<file path="src/rtl/fifo_pkg.sv">
// Shared defaults and FSM encoding for the fifo_s read-side burst engine.
package fifo_pkg;

    localparam int unsigned WIDTH    = 8;
    localparam int unsigned DEPTH    = 16;
    localparam int unsigned PTR_ADDR = 4;

    typedef enum logic [1:0] {
        IDLE  = 2'd0,
        READ  = 2'd1,
        DRAIN = 2'd2,
        DONE  = 2'd3
    } rd_state_e;

endpackage

</file>
<file path="src/rtl/out_skid_buf.sv">
// Two-entry in-order output buffer; the head entry drives the stream while the
// second entry absorbs the word already in flight when the consumer stalls.
module out_skid_buf
    import fifo_pkg::*;
#(
    parameter int unsigned WIDTH = fifo_pkg::WIDTH
) (
    input  logic             clk_i,
    input  logic             rst_i,
    input  logic             push,
    input  logic [WIDTH-1:0] wdata,
    input  logic             pop,
    output logic [1:0]       occ,
    output logic [WIDTH-1:0] head
);

    logic [WIDTH-1:0] ent0_q;
    logic [WIDTH-1:0] ent1_q;
    logic [1:0]       occ_q;
    logic             pop_ok;
    logic             push_ok;

    assign pop_ok  = pop && (occ_q != 2'd0);
    assign push_ok = push && ((occ_q != 2'd2) || pop_ok);

    // Entry 0 is always the head; simultaneous push and pop keep occupancy.
    always_ff @(posedge clk_i) begin
        if (rst_i) begin
            ent0_q <= '0;
            ent1_q <= '0;
            occ_q  <= 2'd0;
        end else begin
            case ({push_ok, pop_ok})
                2'b10: begin
                    if (occ_q == 2'd0) begin
                        ent0_q <= wdata;
                    end else begin
                        ent1_q <= wdata;
                    end
                    occ_q <= occ_q + 2'd1;
                end
                2'b01: begin
                    ent0_q <= ent1_q;
                    occ_q  <= occ_q - 2'd1;
                end
                2'b11: begin
                    if (occ_q == 2'd1) begin
                        ent0_q <= wdata;
                    end else begin
                        ent0_q <= ent1_q;
                        ent1_q <= wdata;
                    end
                end
                default: begin
                end
            endcase
        end
    end

    assign occ  = occ_q;
    assign head = ent0_q;

endmodule

</file>
<file path="src/rtl/fifo_rd_burst.sv">
// Read-side burst engine for fifo_s: pops len_i words without ever reading an
// empty FIFO and streams them downstream over valid/ready with a last marker.
module fifo_rd_burst
    import fifo_pkg::*;
#(
    parameter int unsigned WIDTH = fifo_pkg::WIDTH,
    parameter int unsigned DEPTH = fifo_pkg::DEPTH,
    parameter int unsigned LEN_W = $clog2(DEPTH) + 4
) (
    input  logic             clk_i,
    input  logic             rst_i,
    input  logic             start_i,
    input  logic [LEN_W-1:0] len_i,
    output logic             busy_o,
    output logic             done_o,
    output logic             rd_en_o,
    input  logic [WIDTH-1:0] rdata_i,
    input  logic             empty_i,
    output logic             m_valid_o,
    output logic [WIDTH-1:0] m_data_o,
    output logic             m_last_o,
    input  logic             m_ready_i
);

    rd_state_e        state_q;
    rd_state_e        state_d;
    logic [LEN_W-1:0] rem_q;
    logic [LEN_W-1:0] out_q;
    logic             inflight_q;
    logic             load;
    logic             beat;
    logic [1:0]       buf_occ;
    logic [2:0]       pending;
    logic             room;

    assign beat = m_valid_o && m_ready_i;

    // Words already committed to the buffer, less the one leaving this cycle,
    // must leave space for the pop being issued now.
    assign pending = 3'(buf_occ) + 3'(inflight_q);
    assign room    = (pending - 3'(beat)) < 3'd2;

    assign rd_en_o = (state_q == READ) && (rem_q != '0) && !empty_i && room;

    always_ff @(posedge clk_i) begin
        if (rst_i) begin
            state_q <= IDLE;
        end else begin
            state_q <= state_d;
        end
    end

    always_comb begin
        state_d = state_q;
        load    = 1'b0;
        case (state_q)
            IDLE: begin
                if (start_i) begin
                    if (len_i != '0) begin
                        state_d = READ;
                        load    = 1'b1;
                    end else begin
                        state_d = DONE;
                    end
                end
            end
            READ: begin
                if (rd_en_o && (rem_q == LEN_W'(1))) begin
                    state_d = DRAIN;
                end
            end
            DRAIN: begin
                if ((beat && (out_q == LEN_W'(1))) || (out_q == '0)) begin
                    state_d = DONE;
                end
            end
            DONE: begin
                state_d = IDLE;
            end
            default: begin
                state_d = IDLE;
            end
        endcase
    end

    // Remaining pops and remaining beats; both saturate at zero.
    always_ff @(posedge clk_i) begin
        if (rst_i) begin
            rem_q      <= '0;
            out_q      <= '0;
            inflight_q <= 1'b0;
        end else begin
            inflight_q <= rd_en_o;
            if (load) begin
                rem_q <= len_i;
                out_q <= len_i;
            end else begin
                if (rd_en_o && (rem_q != '0)) begin
                    rem_q <= rem_q - LEN_W'(1);
                end
                if (beat && (out_q != '0)) begin
                    out_q <= out_q - LEN_W'(1);
                end
            end
        end
    end

    out_skid_buf #(
        .WIDTH (WIDTH)
    ) u_out_buf (
        .clk_i (clk_i),
        .rst_i (rst_i),
        .push  (inflight_q),
        .wdata (rdata_i),
        .pop   (m_ready_i),
        .occ   (buf_occ),
        .head  (m_data_o)
    );

    assign m_valid_o = (buf_occ != 2'd0);
    assign m_last_o  = m_valid_o && (out_q == LEN_W'(1));
    assign busy_o    = (state_q == READ) || (state_q == DRAIN);
    assign done_o    = (state_q == DONE);

endmodule
</file>
<file path="config.mk">
export PLATFORM = sky130hd
export DESIGN_NAME = fifo_rd_burst
export DESIGN_NICKNAME = d
export VERILOG_FILES = /design/src/rtl/fifo_pkg.sv /design/src/rtl/out_skid_buf.sv /design/src/rtl/fifo_rd_burst.sv
export SDC_FILE = /design/constraint.sdc
export NUM_CORES = 1
export LEC_CHECK = 0
export ABC_AREA = 1
export CAP_MARGIN = 20
export CORE_UTILIZATION = 43
export CTS_CLUSTER_SIZE = 30
export DETAILED_ROUTE_END_ITERATION = 6
export DONT_BUFFER_PORTS = 1
export MAX_ROUTING_LAYER = met4
export SYNTH_ARGS = -nofsm -noshare
export SYNTH_HDL_FRONTEND = slang
export SYNTH_HIERARCHICAL = 1
export SYNTH_SLANG_ARGS = --single-unit
</file>
<file path="constraint.sdc">
create_clock -name clk_i -period 3.1 [get_ports clk_i]
set_input_delay 0.155 -clock clk_i [delete_from_list [all_inputs] [get_ports clk_i]]
set_output_delay 0.155 -clock clk_i [all_outputs]
set_load 0.02 [all_outputs]
</file>
# Yosys cells after proc, flatten, opt, wreduce, memory -nomap -nowiden
# Index checks and enable logic that the tools add are counted.
[classes] addsub=6 magnitude_cmp=1 n_eq_ne=16 muxes=19 n_reduce_logical=29
[op_table] cell="2-to-1 mux 8 bit" n=8
[op_table] cell="case mux 8 bit (3 select lines)" n=1
[op_table] cell="nonzero test 8 bit" n=3
[op_table] cell="equality test 8 x 1 -> 1 bit (second input constant)" n=2
[op_table] cell="case mux 8 bit (2 select lines)" n=1
[op_table] cell="subtractor 8 x 1 -> 8 bit (second input constant)" n=2
[op_table] cell="!= test 2 bit (second input constant)" n=6
[op_table] cell="logical AND 1 bit" n=10
[op_table] cell="nonzero test 2 bit" n=5
[op_table] cell="equality test 2 bit (second input constant)" n=4
[op_table] cell="zero test 8 bit" n=1
[op_table] cell="2-to-1 mux 2 bit" n=4
[op_table] cell="case mux 2 bit (4 select lines)" n=1
[op_table] cell="equality test 2 x 1 -> 1 bit (second input constant)" n=3
[op_table] cell="AND reduction 3 bit" n=2
[op_table] cell="zero test 2 bit" n=2
[op_table] cell="case mux 2 bit (2 select lines)" n=1
[op_table] cell="adder 2 x 1 -> 3 bit" n=1
[op_table] cell="logical OR 1 bit" n=3
[op_table] cell="less-than comparator 3 x 2 -> 1 bit (second input constant)" n=1
[op_table] cell="2-to-1 mux 1 bit" n=3
[op_table] cell="nonzero test 3 bit" n=1
[op_table] cell="subtractor 3 x 1 -> 3 bit" n=1
[op_table] cell="adder 2 x 1 -> 2 bit (second input constant)" n=1
[op_table] cell="4 further kinds" n=4
[word_totals] ff_bits=37 out_inout_bits=13 elab_cells=78

# Longest topological paths before layout
# Gate-level depths: netlist of the first run.
[depth] ltp_word=8 mapped_depth=17 mapped_depth_nobuf=16

# By module
# The synthesis of the first run kept the hierarchy.
[by_module_without_submodules] module="fifo_rd_burst" n_inst=1 cells_each=240 area_per_inst_um2=1540.2 seq_area_each_um2=380.4
[by_module_without_submodules] module="out_skid_buf" n_inst=1 cells_each=154 area_per_inst_um2=1008.5 seq_area_each_um2=360.3

# Worst setup path after synthesis of the first run
# Ideal clock, no wire load.
[synth_timing] path_type="register to register" start="register u_out_buf.occ_q[1], in the netlist u_out_buf/occ[1]" end="register rem_q[0]" t_arrival_ps=2243 t_required_ps=2972 path_slack_ps=729 stages_incl_launch_ff=15 period_less_slack_ps=2371 cell_sequence="dfxtp_1 nor2_1 nor2_4 ha_1 inv_1 nand2_1 fa_1 nand3_1 nor2_1 nand2_2 clkbuf_8 inv_2 nand2_1 nand3_1 a21oi_1"
[synth_via] elab_chain_len=7 elab_cells_between_ends=8 classes_between="add/sub: 2; order compare: 1; reduce/logical: 5"
[synth_lines] element="start: declaration" line_no="out_skid_buf.sv:19" source="logic [1:0] occ_q;"
[synth_lines] element="start signal: assignment" line_no="out_skid_buf.sv:40" source="occ_q <= occ_q + 2'd1;"
[synth_lines] element="start signal: assignment" line_no="out_skid_buf.sv:44" source="occ_q <= occ_q - 2'd1;"
[synth_lines] element="branches (longest 2 deep; another with adder 2 x 1 -> 3 bit)"
[synth_lines] element="subtractor 3 x 1 -> 3 bit (*)" line_no="fifo_rd_burst.sv:41" source="assign room = (pending - 3'(beat)) < 3'd2;"
[synth_lines] element="less-than comparator 3 x 2 -> 1 bit (*)" line_no="fifo_rd_burst.sv:41"
[synth_lines] element="logical AND 1 bit (*)" line_no="fifo_rd_burst.sv:43" source="assign rd_en_o = (state_q == READ) && (rem_q != '0) && !empty_i && room;"
[synth_lines] element="named net rd_en_o" line_no="fifo_rd_burst.sv:16" source="output logic rd_en_o,"
[synth_lines] element="logical AND 1 bit (*)" line_no="fifo_rd_burst.sv:98" source="if (rd_en_o && (rem_q != '0)) begin"
[synth_lines] element="nonzero test 2 bit (no line) (*)"
[synth_lines] element="end signal: assignment" line_no="fifo_rd_burst.sv:95" source="rem_q <= len_i;"
[synth_lines] element="end signal: assignment" line_no="fifo_rd_burst.sv:99" source="rem_q <= rem_q - LEN_W'(1);"
[synth_lines] element="end: declaration" line_no="fifo_rd_burst.sv:27" source="logic [LEN_W-1:0] rem_q;"
# Mark *: on every way through the listed nets, which the timed path passes.
# A chain may end at the register's enable or synchronous reset.

# Final worst setup path of the first run
[layout_timing] start="register u_out_buf.occ_q[1], in the netlist u_out_buf/occ[1]" end="output port rd_en_o"
[layout_via] elab_chain_len=5 elab_cells_between_ends=6 classes_between="add/sub: 2; order compare: 1; reduce/logical: 3"
[layout_lines] element="branches (longest 2 deep; another with adder 2 x 1 -> 3 bit)"
[layout_lines] element="subtractor 3 x 1 -> 3 bit (*)" line_no="fifo_rd_burst.sv:41"
[layout_lines] element="less-than comparator 3 x 2 -> 1 bit (*)" line_no="fifo_rd_burst.sv:41"
[layout_lines] element="logical AND 1 bit (*)" line_no="fifo_rd_burst.sv:43"
[layout_lines] element="end: declaration" line_no="fifo_rd_burst.sv:16"
# Every way passes the cells marked *.

==> run summary, run 1 <==
For the finished layout, the period the worst path requires is 2.66 ns. Summed over all layers, the routed wires come to 5620 um. Counting along the longest clock path gives a buffer depth of 2. The number of global-route vias before repair is 2132. The post-route clock period utilization was 85.8%; the number of nets in the synthesized netlist was 430.

Across all setup checks in the final design, the least slack found is 0.440 ns. The actual transition at the worst max-transition pin is 0.510 ns, and the total track usage is 20.4%. In this run the worst hold path is classified as primary input to register. The die is 79.0 um wide. After routing, the total negative slack on setup checks comes to 0 ns.

Headroom to the max-slew limit came out at 65.9%. Once the floorplan was initialized, standard cells occupied 45.4% of the core. Counting every instance in the synthesized netlist gives 394. Data on the critical path is required at its endpoint by 2.94 ns.

After clock tree synthesis, the clock-pin slew on the worst setup and hold paths is 0.08 ns. The floorplan step defined a core boundary enclosing 5610 um^2. In the synthesized netlist, the cells that appear most often are sky130_fd_sc_hd__nand2_1 (90), sky130_fd_sc_hd__inv_1 (73), sky130_fd_sc_hd__nor2_1 (61).

In this run the worst path has a maximum fanout of 11. Of the cells placed in the final design, the portion with a size suffix greater than 1 is 7.32%. During synthesis, Yosys emitted a total of 6 warnings. The signal on the critical path passes through nor2_1, nor2_4, ha_1, inv_1, nand2_1, fa_1, nand3_1, nor2_1, nand2_2, inv_2.

The number of buffers added to fix hold violations after cts was 1; the register area was 741 um^2. The die covers 6240 um^2. Setup violations remaining at the end of the flow were counted as 0. The tools report the number of antenna violations at the first check in global routing as 0. For the worst flop-to-flop path, the logic depth is 14. Buffers added to address setup during post-CTS repair amount to 0. The worst clock skew is 0.00572 ns. The run gives 0.29 ns as the source-to-sink clock delay at the later pin of the worst-skew pair. The tools report the number of fillers in the final layout as 605.

Each instance of the synthesized netlist takes up on average 6.47 um^2. The number of slew-limit violations in the final report is 0, and the number of maximum-capacitance constraint violations is 0. Data arrives at the worst endpoint at 2.51 ns. In this design, the largest share of critical-path delay is due to simple AND/OR/NAND/NOR gates.

Across all hold checks on the routed design, the worst slack comes to 0.0466 ns. The HPWL after detailed placement came out at 4110 um. Sorting the synthesized cells by area gives the leading types as sky130_fd_sc_hd__dfxtp_1 (29%), sky130_fd_sc_hd__nand2_1 (13%), sky130_fd_sc_hd__inv_1 (11%), sky130_fd_sc_hd__nor2_1 (9.0%), sky130_fd_sc_hd__nand3_1 (8.2%). Setup repair after global routing left no endpoint under its margin. Before antenna repair, the detailed router went through 4 iterations. Counting flops with a built-in enable in the synthesized netlist gives 0. The average via count per standard cell came out at 4.89.

The vertical extent of the die works out to 79.0 um. Cell with the most instances after synthesis: sky130_fd_sc_hd__nand2_1. The run gives 0 as the number of remaining DRC errors.

TritonCTS built the clock tree. After synthesis, the netlist uses 28 different library cells. For the maximum clock frequency, the log shows 376 MHz. CTS built an H-tree with a depth of 2. The tools report the global-route wire length before repair as 9680 um. The congestion estimate from routability-driven global placement came to 0.793. The run finished with clean final reports. Average wire per cell in the routed design: 12.0 um. The starting DRC count in detailed routing was 113; the count of pins on the block boundary was 34.

After synthesis, flip-flops and latches occupy 29.1% of the total area. The sum of internal, switching and leakage power came out at 2.47 mW. In the synthesized netlist the async set-or-reset flop fraction comes to 0%.

The worst setup path is of the register to output port kind. The prevailing post-synth register cell is sky130_fd_sc_hd__dfxtp_1. The worst-case IR drop observed on VDD is 0.393 mV. The largest total area in the synthesized netlist belongs to sky130_fd_sc_hd__dfxtp_1. For this design the ratio of total power to cell area is 930 nW/um^2. Summing over every cut layer, the via total after detailed routing is 2287. STA classifies the critical path startpoint as a register. The total count of hold-check failures in the final report was 0; the leakage power total was 1.36 nW.

For this run the aggregate overflow at the end of global routing stands at 0. The largest single stage delay on the critical path is 0.48 ns. For this run, the post-layout net count is 431. The critical path crosses 10 cells after its start point. In this run the remaining antenna-violating nets after routing total 0. The flop and latch count out of synthesis works out to 37. The count of clock tree sinks is 37, and the number of instances resized during post-cts repair is 0. The pin count of the biggest net entering global routing was 18; the post-synthesis to final-layout area growth was 4.42%. The worst slack after detailed placement was 0.505 ns. Summing all multi-input logic gate instances after layout gives 1440 um^2. The synthesized design devotes to its leading area cell type 29.1% of total area. The count of port buffers added during placement works out to 0. Counting the buffers created by CTS gives 5. Clock tree synthesis selected as its root buffer the cell sky130_fd_sc_hd__clkbuf_8.

The antenna diode instance count is 0. For this design, the slowest cell found on the critical path is sky130_fd_sc_hd__fa_1. By instance count, the cell type seen most on the critical path is sky130_fd_sc_hd__nor2_1.

The instance count along the most critical hold path is 2. The number of buffers and inverters on the critical path is 2. The floorplan has 27 rows. The worst setup path is captured at an output port. The netlist area before placement was 2550 um^2.
[cells by family after synthesis]
family                   synth area share [%]
buffers and inverters                    14.4
XOR/XNOR                                 4.12
multiplexers                            0.393
AO/OA/AOI/OAI                            4.57
AND/OR/NAND/NOR                          39.8
adder cells (fa/ha/maj)                  7.66
flip-flops                               29.1
[worst paths after layout]
path / start / end / slack [ns]
worst max-delay path: u_out_buf/occ[1] / rd_en_o / 0.44
worst min-delay path: len_i[0] / rem_q[0] / 0.05
worst max register to register: u_out_buf/occ[1] / rem_q[7] / 0.51
worst min register to register: out_q[1] / out_q[1] / 0.48
[placed cells by master, fill, tap and decap left out, drive strengths merged]
| cell | netlist | layout |
|---|---|---|
| nand2 | 96 | 96 |
| inv | 77 | 77 |
| nor2 | 69 | 69 |
| nand3 | 43 | 43 |
| dfxtp | 37 | 37 |
| ha | 14 | 14 |
| o21ai | 14 | 14 |
| nand4 | 10 | 10 |
| xnor2 | 8 | 8 |
| a21oi | 7 | 7 |
| clkbuf | 4 | 6 |
| xor2 | 4 | 4 |
| nand3b | 3 | 3 |
| clkinv | 0 | 2 |
| nor3 | 1 | 1 |
| nor4 | 1 | 1 |
| mux2i | 1 | 1 |
| fa | 1 | 1 |
| dlygate4sd3 | 0 | 1 |
| buf | 4 | 1 |
[stage by stage]
stage | util, % | area, um^2 | std cells
finish | 47.5 | 2660 | 468
global route | 47.5 | 2660 | 468
CTS | 47.5 | 2660 | 468
detailed placement | 45.8 | 2570 | 459
global placement | 45.8 | 2570 | 459
floorplan | - | 2550 | 394
[layout make-up]
cell class              instances  share of cell area, %
multi-input cells             272                   54.2
flip-flops and latches         37                   27.8
inverters                      77                   10.9
well taps                      72                   3.39
clock buffers                   6                   2.73
repair buffers                  2                  0.658
clock inverters                 2                  0.376
[registers in the layout (all words and copies together), names as in the netlist]
register          cells
inflight_q            1
out_q                 8
rem_q                 8
state_q               2
u_out_buf/ent1_q      8
u_out_buf/head        8
u_out_buf/occ         2
[metal layers]
layer | routed length (um) | part of all wire, % | vias up | GRT usage [%]
li1 | - | - | 1202 | -
met1 | 2780 | 49 | 1022 | 26.4
met2 | 2500 | 45 | 54 | 31.6
met3 | 249 | 4.4 | 9 | 4.60
met4 | 88 | 1.6 | 0 | 6.73
met5 | 0 | 0 | - | -
[where the power goes]
part | internal (mW) | switching [mW]
logic | 0.488 | 0.841
clock network | 0.156 | 0.182
registers | 0.617 | 0.190
total | 1.26 | 1.21
[worst reg2reg max path, stage by stage (launching register included)]
cell and delay, ns:
sky130_fd_sc_hd__dfxtp_1 0.39, sky130_fd_sc_hd__nor2_1 0.27, sky130_fd_sc_hd__nor2_4 0.08, sky130_fd_sc_hd__ha_1 0.27, sky130_fd_sc_hd__inv_1 0.05, sky130_fd_sc_hd__nand2_1 0.05, sky130_fd_sc_hd__fa_1 0.48, sky130_fd_sc_hd__nand3_1 0.07
sky130_fd_sc_hd__nor2_1 0.17, sky130_fd_sc_hd__nand2_2 0.20, sky130_fd_sc_hd__nor2_4 0.22, sky130_fd_sc_hd__inv_1 0.05, sky130_fd_sc_hd__nor2_1 0.08, sky130_fd_sc_hd__nor2_1 0.04, sky130_fd_sc_hd__nor2_1 0.09
Power figures use the tool's default switching activity.
==> run 2: changes to the inputs <==
--- a/config.mk
+++ b/config.mk
@@ -5,7 +5,7 @@
 export SDC_FILE = /design/constraint.sdc
 export NUM_CORES = 1
 export LEC_CHECK = 0
-export ABC_AREA = 1
+export ABC_AREA = 0
 export CAP_MARGIN = 20
 export CORE_UTILIZATION = 43
 export CTS_CLUSTER_SIZE = 30
==> run 2 against run 1 <==
  * Count of clock-buffer cells in the layout is 1 higher
  * First-iteration DRC count decreased by 43%
  * Combinational power fell by 33%
  * Critical path type unchanged
  * Highest routed layer unchanged
==> run summary, run 2 <==
The run finished with clean final reports. The prevailing post-synth register cell is sky130_fd_sc_hd__dfxtp_1. The logs give 3190 um (-22%) for the HPWL after detailed placement and 0 (unchanged) for the post-route antenna net violation count. The run gives 7420 um (-23%) as the global-route wire length before repair.

The run gives 0.892 nW (-34%) as the leakage power total. Number of antenna violations at the first check in global routing: 0 (unchanged). The data required time at the worst endpoint was 2.94 ns (about the same); the source-to-sink clock delay at the later pin of the worst-skew pair was 0.28 ns (about the same). Worst clock skew: 0.00606 ns (+0.000336 ns).

Ranked by instance count, the synthesized netlist is headed by sky130_fd_sc_hd__dfxtp_1 (37), sky130_fd_sc_hd__nor2_1 (26), sky130_fd_sc_hd__nand2_1 (19). The worst relative slew slack was 38.0% (-28 points). Number of rows in the core area: 24 (-11%). The run gives 0 (unchanged) as the number of slew-limit violations in the final report.

The count of clock tree sinks is 37 (unchanged), and the area enclosed by the die boundary is 5100 um^2 (-18%). The fraction of power consumed by sequential logic is 36.9% (+4.3 points), and the total number of vias is 1594 (-30%). The async set-or-reset flop fraction in the synthesized netlist was 0% (unchanged); the count of cells along the worst register-to-register path was 10 (-4). Ranked by total cell area, the synthesized netlist is headed by sky130_fd_sc_hd__dfxtp_1 (36%), sky130_fd_sc_hd__ha_1 (8.4%), sky130_fd_sc_hd__mux2i_1 (5.3%), sky130_fd_sc_hd__nor2_1 (4.7%), sky130_fd_sc_hd__a311oi_1 (3.8%). For the number of remaining DRC errors, the log shows 0 (unchanged). The cell count after synthesis was 231 (-41%). The clock buffer count from CTS was 5 (unchanged); the buffer count from post-CTS setup fixing was 0 (unchanged). The top fanout value on the critical path is 6 (-5). The worst setup path is launched from a register. For the total count of hold-check failures in the final report, the log shows 0 (unchanged).

The run gives 2 (unchanged) as the count of H-tree levels built during CTS. The final estimated routing congestion in global placement came out at 0.800 (+0.86%). The width of the die works out to 71.4 um (-9.6%). The final-stage net count came out at 269 (-38%). The fraction of power consumed by the clock network is 20.3% (+6.6 points), and the net switching share of the total power is 41.1% (-7.9 points).

The endpoint identified for the worst register-to-register timing path is rem_q[1]. The tools report the count of different cell masters after synthesis as 48 (+71%). The run gives 0 (unchanged) as the number of maximum-capacitance constraint violations. TritonCTS built the clock tree. The logs give 4280 um (-24%) for the total routed wirelength and 0 (unchanged) for the antenna diode instance count.

The tools report the effective utilization at floorplan as 46.0% (+0.58 points). The vertical extent of the die came out at 71.4 um (-9.6%). Leaving out fill and tap cells, the most frequent cell in the layout is sky130_fd_sc_hd__dfxtp_1. The run gives 2.09 mW (-16%) as the sum of internal, switching and leakage power. The cell with the most instances after synthesis is sky130_fd_sc_hd__dfxtp_1.

CTS placed an instance of sky130_fd_sc_hd__clkbuf_8 at the clock tree root. The number of flops mapped to enable cells by yosys came out at 0 (unchanged). Cell type of the slowest stage on the worst timing path: sky130_fd_sc_hd__dfxtp_1.

The critical path is of the register to output port type. The capturing element type of the critical path is an output port. The largest area contributor in the netlist is sky130_fd_sc_hd__dfxtp_1. The tools report the internal cell power as 1.23 mW (-2.5%). The tools report the core region area as 4500 um^2 (-20%).

The run gives 2070 um^2 (-19%) as the netlist area before placement. The startpoint identified for the worst hold timing path is len_i[5]. Tracing the worst setup path back leads to its startpoint at u_out_buf/occ[0]. The count of port buffers added during placement is 0 (unchanged), and the average wire per cell in the routed design is 15.0 um (+25%). Starting DRC count in detailed routing: 64 (-43%). The total track usage was 19.2% (-1.2 points); the actual transition at the worst max-transition pin was 0.927 ns (+0.417 ns).

The net switching power figure came out at 858 uW (-29%). The tools report the count of pins on the block boundary as 34 (unchanged). Relative to the synthesized area, the layout overhead comes to 7.85%. The number of global-route vias before repair was 1641 (-23%); the final number of setup-violating endpoints was 0 (unchanged). The synthesized area divided by synthesized cell count works out to 8.98 um^2 (+39%). The tools report the reg2reg setup slack as 0.36 ns (-0.15 ns). The fraction of layout cells with a size suffix above 1 works out to 9.40% (+2.1 points). For the accumulated negative setup slack, the log shows 0 ns (unchanged). The delay contributed by the slowest stage of the critical path works out to 0.37 ns (-0.11 ns). The run gives 24 (+6) as the pin count of the biggest net entering global routing.

The number of iterations in the first detailed-routing pass came out at 4 (unchanged). The most numerous cell on the critical path is sky130_fd_sc_hd__inv_1. The sequential element share of the synthesized area came out at 35.7% (+6.7 points).

The average via count per standard cell works out to 5.57 (+14%). The fraction of post-synthesis cell area in the top cell type by area is 35.7% (+6.7 points). Walking the worst path, the cells encountered are o21ai_2, inv_1, ha_1, nand2b_1, fa_1, xor2_1, nor3_4, nand2_1, inv_1. Flop and latch count out of synthesis: 37 (unchanged). The relative contribution of combinational cells to total power was 42.8% (-11 points).

The number of fillers in the final layout was 422 (-30%); the count of warnings emitted by yosys was 6 (unchanged). The final hold slack is 0.00966 ns (-0.0369 ns), and the maximum resistive drop on vdd is 0.487 mV (+24%). The post-route clock period utilization came out at 89.0% (+3.2 points).

In the layout the commonest cells are sky130_fd_sc_hd__dfxtp_1 (37), sky130_fd_sc_hd__nor2_1 (26), sky130_fd_sc_hd__nand2_1 (19). In this run the worst hold path is classified as primary input to register. The areal power density over the cells is 934 nW/um^2 (+0.42%). The number of instances resized during post-cts repair was 0 (unchanged).

Setup repair after global routing left no endpoint under its margin. The global route total overflow came out at 0 (unchanged). The clock-pin slew on the worst setup and hold paths is 0.07 ns (about the same), and the instance count along the most critical hold path is 2 (unchanged).

In this run the critical register-to-register path is launched from u_out_buf/occ[0]. The run gives 2 (unchanged) as the number of buffers on the longest clock path. The minimum clock period after layout works out to 2.76 ns (+0.0997 ns). The tools report the number of nets in the synthesized netlist as 267 (-38%). The maximum clock frequency is 362 MHz (-3.6%), and the signal arrival time at the worst endpoint is 2.61 ns (+0.10 ns). The sink of the worst hold path was rem_q[5].
==> run 2: cells by family (layout without fill, tap and decap cells) <==
| group | count (synthesis) | after routing | share of synthesized area [%] |
|---|---|---|---|
| buffers and inverters | 20 | 23 | 4.29 |
| muxes | 12 | 12 | 5.85 |
| adders and majority gates | 15 | 15 | 9.41 |
| and+or+nand+nor | 90 | 90 | 24.1 |
| xor gates and xnor gates | 13 | 13 | 5.49 |
| DFF | 37 | 37 | 35.7 |
| AOI/OAI and AO/OA | 44 | 44 | 15.1 |
==> run 2: layout make-up <==
class	count	area, um^2	share of cell area [%]
Sequential cell	37	741	33.1
Clock buffer	7	86.3	3.86
Multi-Input combinational cell	174	1240	55.6
Clock inverter	1	30.0	1.34
Tap cell	52	65.1	2.91
Inverter	12	45.0	2.01
Timing Repair Buffer	3	25.0	1.12
==> run 2: timing repair <==
| item | 4_1_cts | 5_1_grt |
|---|---|---|
| endpoints found under the setup margin | 0 | 0 |
| hold endpoints to repair | 23 | 0 |
| hold buffers | 1 | 0 |
==> run 2: critical path, delay by kind of cell, from the launching register on <==
family / cells / cell delay, ns
adders and majority gates: 2 / 0.64
DFF: 1 / 0.37
xor gates and xnor gates: 1 / 0.18
and+or+nand+nor: 3 / 0.63
buffers and inverters: 2 / 0.30
AOI/OAI and AO/OA: 1 / 0.19
==> run 2: metal layers <==
| metal | up-vias | part of all wire (%) | track usage [%] | wire length [um] |
|---|---|---|---|---|
| li1 | 826 | - | - | - |
| met1 | 732 | 52 | 25.5 | 2230 |
| met2 | 29 | 42 | 28.4 | 1800 |
| met3 | 7 | 4.5 | 5.49 | 193 |
| met4 | 0 | 1.4 | 6.00 | 58 |
| met5 | - | 0 | - | 0 |
==> run 2: power groups by stage <==
stage               sequential [mW]  clock [mW]  combinational [mW]
CTS                           0.772       0.432               0.892
finish                        0.771       0.424               0.892
detailed placement            0.782           0               0.883
global route                  0.790       0.457                1.02
floorplan                     0.758           0               0.739
global placement              0.778           0               0.877
==> run 2: worst max path at each step <==
stage / to / slack (ns) / cells after the start
after floorplan: rem_q[1] / 0.57 / 10
after global placement: rem_q[1] / 0.48 / 10
after detailed placement: rem_q[7] / 0.36 / 10
after CTS: rd_en_o / 0.33 / 9
after global routing: state_q[1] / 0.13 / 10
final: rd_en_o / 0.34 / 9
==> run 2: stage by stage <==
stage | cells | utilization, % | setup WS (ns) | instance area [um^2]
floorplan | 231 | - | 0.574 | 2070
global placement | 277 | 46.8 | 0.478 | 2110
detailed placement | 277 | 46.8 | 0.360 | 2110
CTS | 286 | 49.6 | 0.334 | 2240
global route | 286 | 49.6 | 0.130 | 2240
finish | 286 | 49.6 | 0.340 | 2240
==> run 3: changes to the inputs <==
--- a/config.mk
+++ b/config.mk
@@ -14,5 +14,4 @@
 export MAX_ROUTING_LAYER = met4
 export SYNTH_ARGS = -nofsm -noshare
 export SYNTH_HDL_FRONTEND = slang
-export SYNTH_HIERARCHICAL = 1
 export SYNTH_SLANG_ARGS = --single-unit
==> run 3 against run 2 <==
  * Synthesized area shrank 3.9%
  * Global-route usage shrank 0.73 points
  * Core utilization is essentially flat
  * First-iteration DRC count grew 55%
  * Clock skew grew 0.0019 ns
  * Largest cell class unchanged
  * Via count shrank 3.6%
  * Sequential cell count is the same
  * Total power grew 12%
==> run summary, run 3 <==
Count of cells along the worst register-to-register path: 11 (+1). The logs give 1880 um (-16%) for the met1 wire length and 0.289 ns (-0.0506 ns) for the worst path setup slack after routing. The count of H-tree levels built during CTS was 2 (unchanged); the global route total overflow was 0 (unchanged). The run gives 223 (-3.5%) as the cell count after synthesis. The logs give 1990 um^2 (-3.9%) for the netlist area before placement and 18.5% (-0.73 points) for the total track usage. The tools report the maximum clock frequency as 356 MHz (-1.8%).

The slowest stage of the critical path belongs to the cell sky130_fd_sc_hd__fa_1. The combined buffer and inverter count along the critical path was 1 (-1). The sequential element share of the synthesized area came out at 37.2% (+1.5 points). The instance count along the most critical hold path is 2 (unchanged), and the data required time at the worst endpoint is 3.30 ns (+0.36 ns). Leaving out fill and tap cells, the most frequent cells in the layout are sky130_fd_sc_hd__dfxtp_1 (36), sky130_fd_sc_hd__nor2_1 (30), sky130_fd_sc_hd__a21oi_1 (20). By startpoint and endpoint, the worst setup path is classified as register to register. For the register area, the log shows 742 um^2 (+0.17%). Setup repair after global routing left no endpoint under its margin. The width of the die is 70.1 um (-1.9%). Average wire per cell in the routed design: 15.0 um (+0.28%).

For the number of remaining DRC errors, the log shows 0 (unchanged). Number of slew-limit violations in the final report: 0 (unchanged). The average via count per standard cell works out to 5.55 (-0.51%).

The HPWL after detailed placement came out at 3070 um (-3.9%). The count of pins on the block boundary is 34 (unchanged). The maximum resistive drop on vdd came out at 0.506 mV (+3.9%). The wire length on met3 is 233 um (+21%). The count of clock tree sinks was 37 (unchanged).

Ranked by total cell area, the synthesized netlist is headed by sky130_fd_sc_hd__dfxtp_1 (37%), sky130_fd_sc_hd__mux2i_1 (8.5%), sky130_fd_sc_hd__ha_1 (8.2%), sky130_fd_sc_hd__nor2_1 (5.7%), sky130_fd_sc_hd__a21oi_1 (5.0%). Top cell family by delay on the critical path: simple AND/OR/NAND/NOR gates. Traced cell by cell, the critical path runs through inv_1, ha_1, nand2b_1, nor2_1, o21ai_0, fa_1, and3b_1, and2_1, o31ai_2, or3_1, a31oi_1.

The final hold slack is 0.00753 ns (-0.00213 ns). For the number of global-route vias before repair, the log shows 1543 (-6.0%). The vertical extent of the die is 70.1 um (-1.9%). Counting instances in the post-synthesis netlist gives the leading cell types as sky130_fd_sc_hd__dfxtp_1 (37), sky130_fd_sc_hd__nor2_1 (30), sky130_fd_sc_hd__a21oi_1 (20). The final estimated routing congestion in global placement came out at 0.788 (-1.4%). The number of buffers on the longest clock path is 2 (unchanged), and the fraction of layout cells with a size suffix above 1 is 6.67% (-2.7 points).

Total count of hold-check failures in the final report: 0 (unchanged). Count of different cell masters after synthesis: 38 (-21%). Clock buffer count from CTS: 5 (unchanged).

The flow ran to the end, and the final reports show no timing, DRC or antenna violations. Number of fillers in the final layout: 434 (+2.8%). Cell with the most instances after synthesis: sky130_fd_sc_hd__dfxtp_1. The flop and latch count out of synthesis is 37 (unchanged). The accumulated negative setup slack was 0 ns (unchanged). The delay contributed by the slowest stage of the critical path was 0.49 ns (+0.12 ns); the number of nets in the synthesized netlist was 258 (-3.4%). The logs give 1190 um^2 (-4.6%) for the total area of multi-input combinational cells and 99 (+55%) for the starting DRC count in detailed routing.

The number of rows in the core area is 24 (unchanged), and the global-route wire length before repair is 6980 um (-6.0%). The top fanout value on the critical path was 5 (-1); the worst relative slew slack was 25.7% (-12 points). The logs give 3.01 ns (+0.40 ns) for the signal arrival time at the worst endpoint and 0 (unchanged) for the number of maximum-capacitance constraint violations.

The post-route clock period utilization was 90.7% (+1.6 points); the number of antenna violations at the first check in global routing was 0 (unchanged). The cell sitting at the root of the clock tree is a sky130_fd_sc_hd__clkbuf_8. The tools report the source-to-sink clock delay at the later pin of the worst-skew pair as 0.29 ns (about the same). The post-route antenna net violation count is 0 (unchanged), and the actual transition at the worst max-transition pin is 1.11 ns (+0.186 ns). The leading cell type in the layout, fill and taps excluded is sky130_fd_sc_hd__dfxtp_1.

The total routed wirelength was 4160 um (-2.9%). The clock-pin slew on the worst setup and hold paths was 0.08 ns (about the same). The async set-or-reset flop fraction in the synthesized netlist came out at 0% (unchanged). The post-synthesis to final-layout area growth came out at 9.92%. Largest area contributor in the netlist: sky130_fd_sc_hd__dfxtp_1. The path with the worst hold slack has its endpoint at u_out_buf.ent1_q[1]. The leakage power total came out at 0.921 nW (+3.2%).

The tools report the effective utilization at floorplan as 45.1% (-0.90 points). The tightest min-delay check is of the primary input to register type. After detailed routing, no signal wire sits above met4. The tools report the pin count of the biggest net entering global routing as 26 (+8.3%). In this run the critical register-to-register path is launched from u_out_buf.occ[0]. Worst slack after detailed placement: 0.228 ns (-0.132 ns).

The count of port buffers added during placement was 0 (unchanged); the final-stage net count was 259 (-3.7%). The core region area is 4410 um^2 (-2.0%), and the synthesized area divided by synthesized cell count is 8.93 um^2 (-0.48%). The reg2reg setup slack came out at 0.29 ns (-0.07 ns). The logs give 0 (unchanged) for the antenna diode instance count and 2010 um (+12%) for the detailed route wirelength on metal2. For the final number of setup-violating endpoints, the log shows 0 (unchanged). The areal power density over the cells is 1060 nW/um^2 (+14%). Minimum clock period after layout: 2.81 ns (+0.0506 ns). For the area enclosed by the die boundary, the log shows 4910 um^2 (-3.8%). The total number of vias was 1536 (-3.6%). TritonCTS built the clock tree. For the number of iterations in the first detailed-routing pass, the log shows 4 (unchanged). The start point of the worst hold path is rdata_i[1]. Endpoint of the worst-slack reg-to-reg timing path: rem_q[1]. Prevailing post-synth register cell: sky130_fd_sc_hd__dfxtp_1. The fraction of post-synthesis cell area in the top cell type by area came out at 37.2% (+1.5 points).

The worst clock skew came out at 0.00797 ns (+0.00192 ns). The worst setup path is captured at a register. The count of warnings emitted by yosys was 0 (-6); the number of flops mapped to enable cells by yosys was 0 (unchanged). The worst setup path is launched from a register.
-- run 3: repair_timing --
action | CTS | global route
resized for setup | 0 | 3
hold buffers | 1 | 0
setup buffers | 0 | 0
hold endpoints to repair | 25 | 0
endpoints found under the setup margin | 0 | 4
-- run 3: logic make-up (layout without fill, tap and decap cells) --
kind of cell	after synthesis	after routing	synth area share, %
AND/OR/NAND/NOR	69	69	17.8
AO/OA/AOI/OAI	53	53	17.5
flip-flops	37	37	37.2
buffers and inverters	19	21	3.58
multiplexers	17	17	8.54
adder cells (fa/ha/maj)	14	14	9.17
XOR/XNOR	14	14	6.16
-- run 3: metrics by stage --
step	total power [mW]	std cells	utilization, %	area (um^2)
6_report	2.33	277	49.6	2190
3_5_place_dp	1.81	268	46.1	2030
2_1_floorplan	1.62	223	-	1990
3_3_place_gp	1.81	268	46.1	2030
4_1_cts	2.34	277	49.4	2180
5_1_grt	2.52	277	49.6	2190
-- run 3: how the worst max path moves through the flow --
stage                           startpoint          to  slack [ns]  cells after the start
after CTS                 u_out_buf.occ[1]     rd_en_o        0.13                     10
final                     u_out_buf.occ[0]    rem_q[1]        0.29                     11
after detailed placement  u_out_buf.occ[1]  state_q[1]        0.23                     11
after global placement    u_out_buf.occ[1]  state_q[1]        0.28                     11
after global routing      u_out_buf.occ[0]    rem_q[1]        0.02                     11
after floorplan           u_out_buf.occ[1]  state_q[1]        0.22                     12
-- run 3: area by class of cell --
| cell class | count | share of cell area (%) |
|---|---|---|
| inverter | 11 | 1.89 |
| sequential | 37 | 33.9 |
| timing repair buffer | 2 | 0.800 |
| clock buffer | 5 | 3.14 |
| clock inverter | 3 | 3.14 |
| tap | 52 | 2.97 |
| multi-input combinational | 167 | 54.2 |
-- run 3: per-layer routing --
metal | track usage (%) | vias up
met5 | - | -
met4 | 6.00 | 0
met3 | 4.91 | 5
met2 | 30.4 | 31
met1 | 21.9 | 698
li1 | - | 802
-- run 3: power by group --
part           switching (mW)  internal, mW  total [mW]
Clock                   0.183         0.324       0.507
Combinational           0.580         0.398       0.978
Sequential              0.212         0.632       0.843
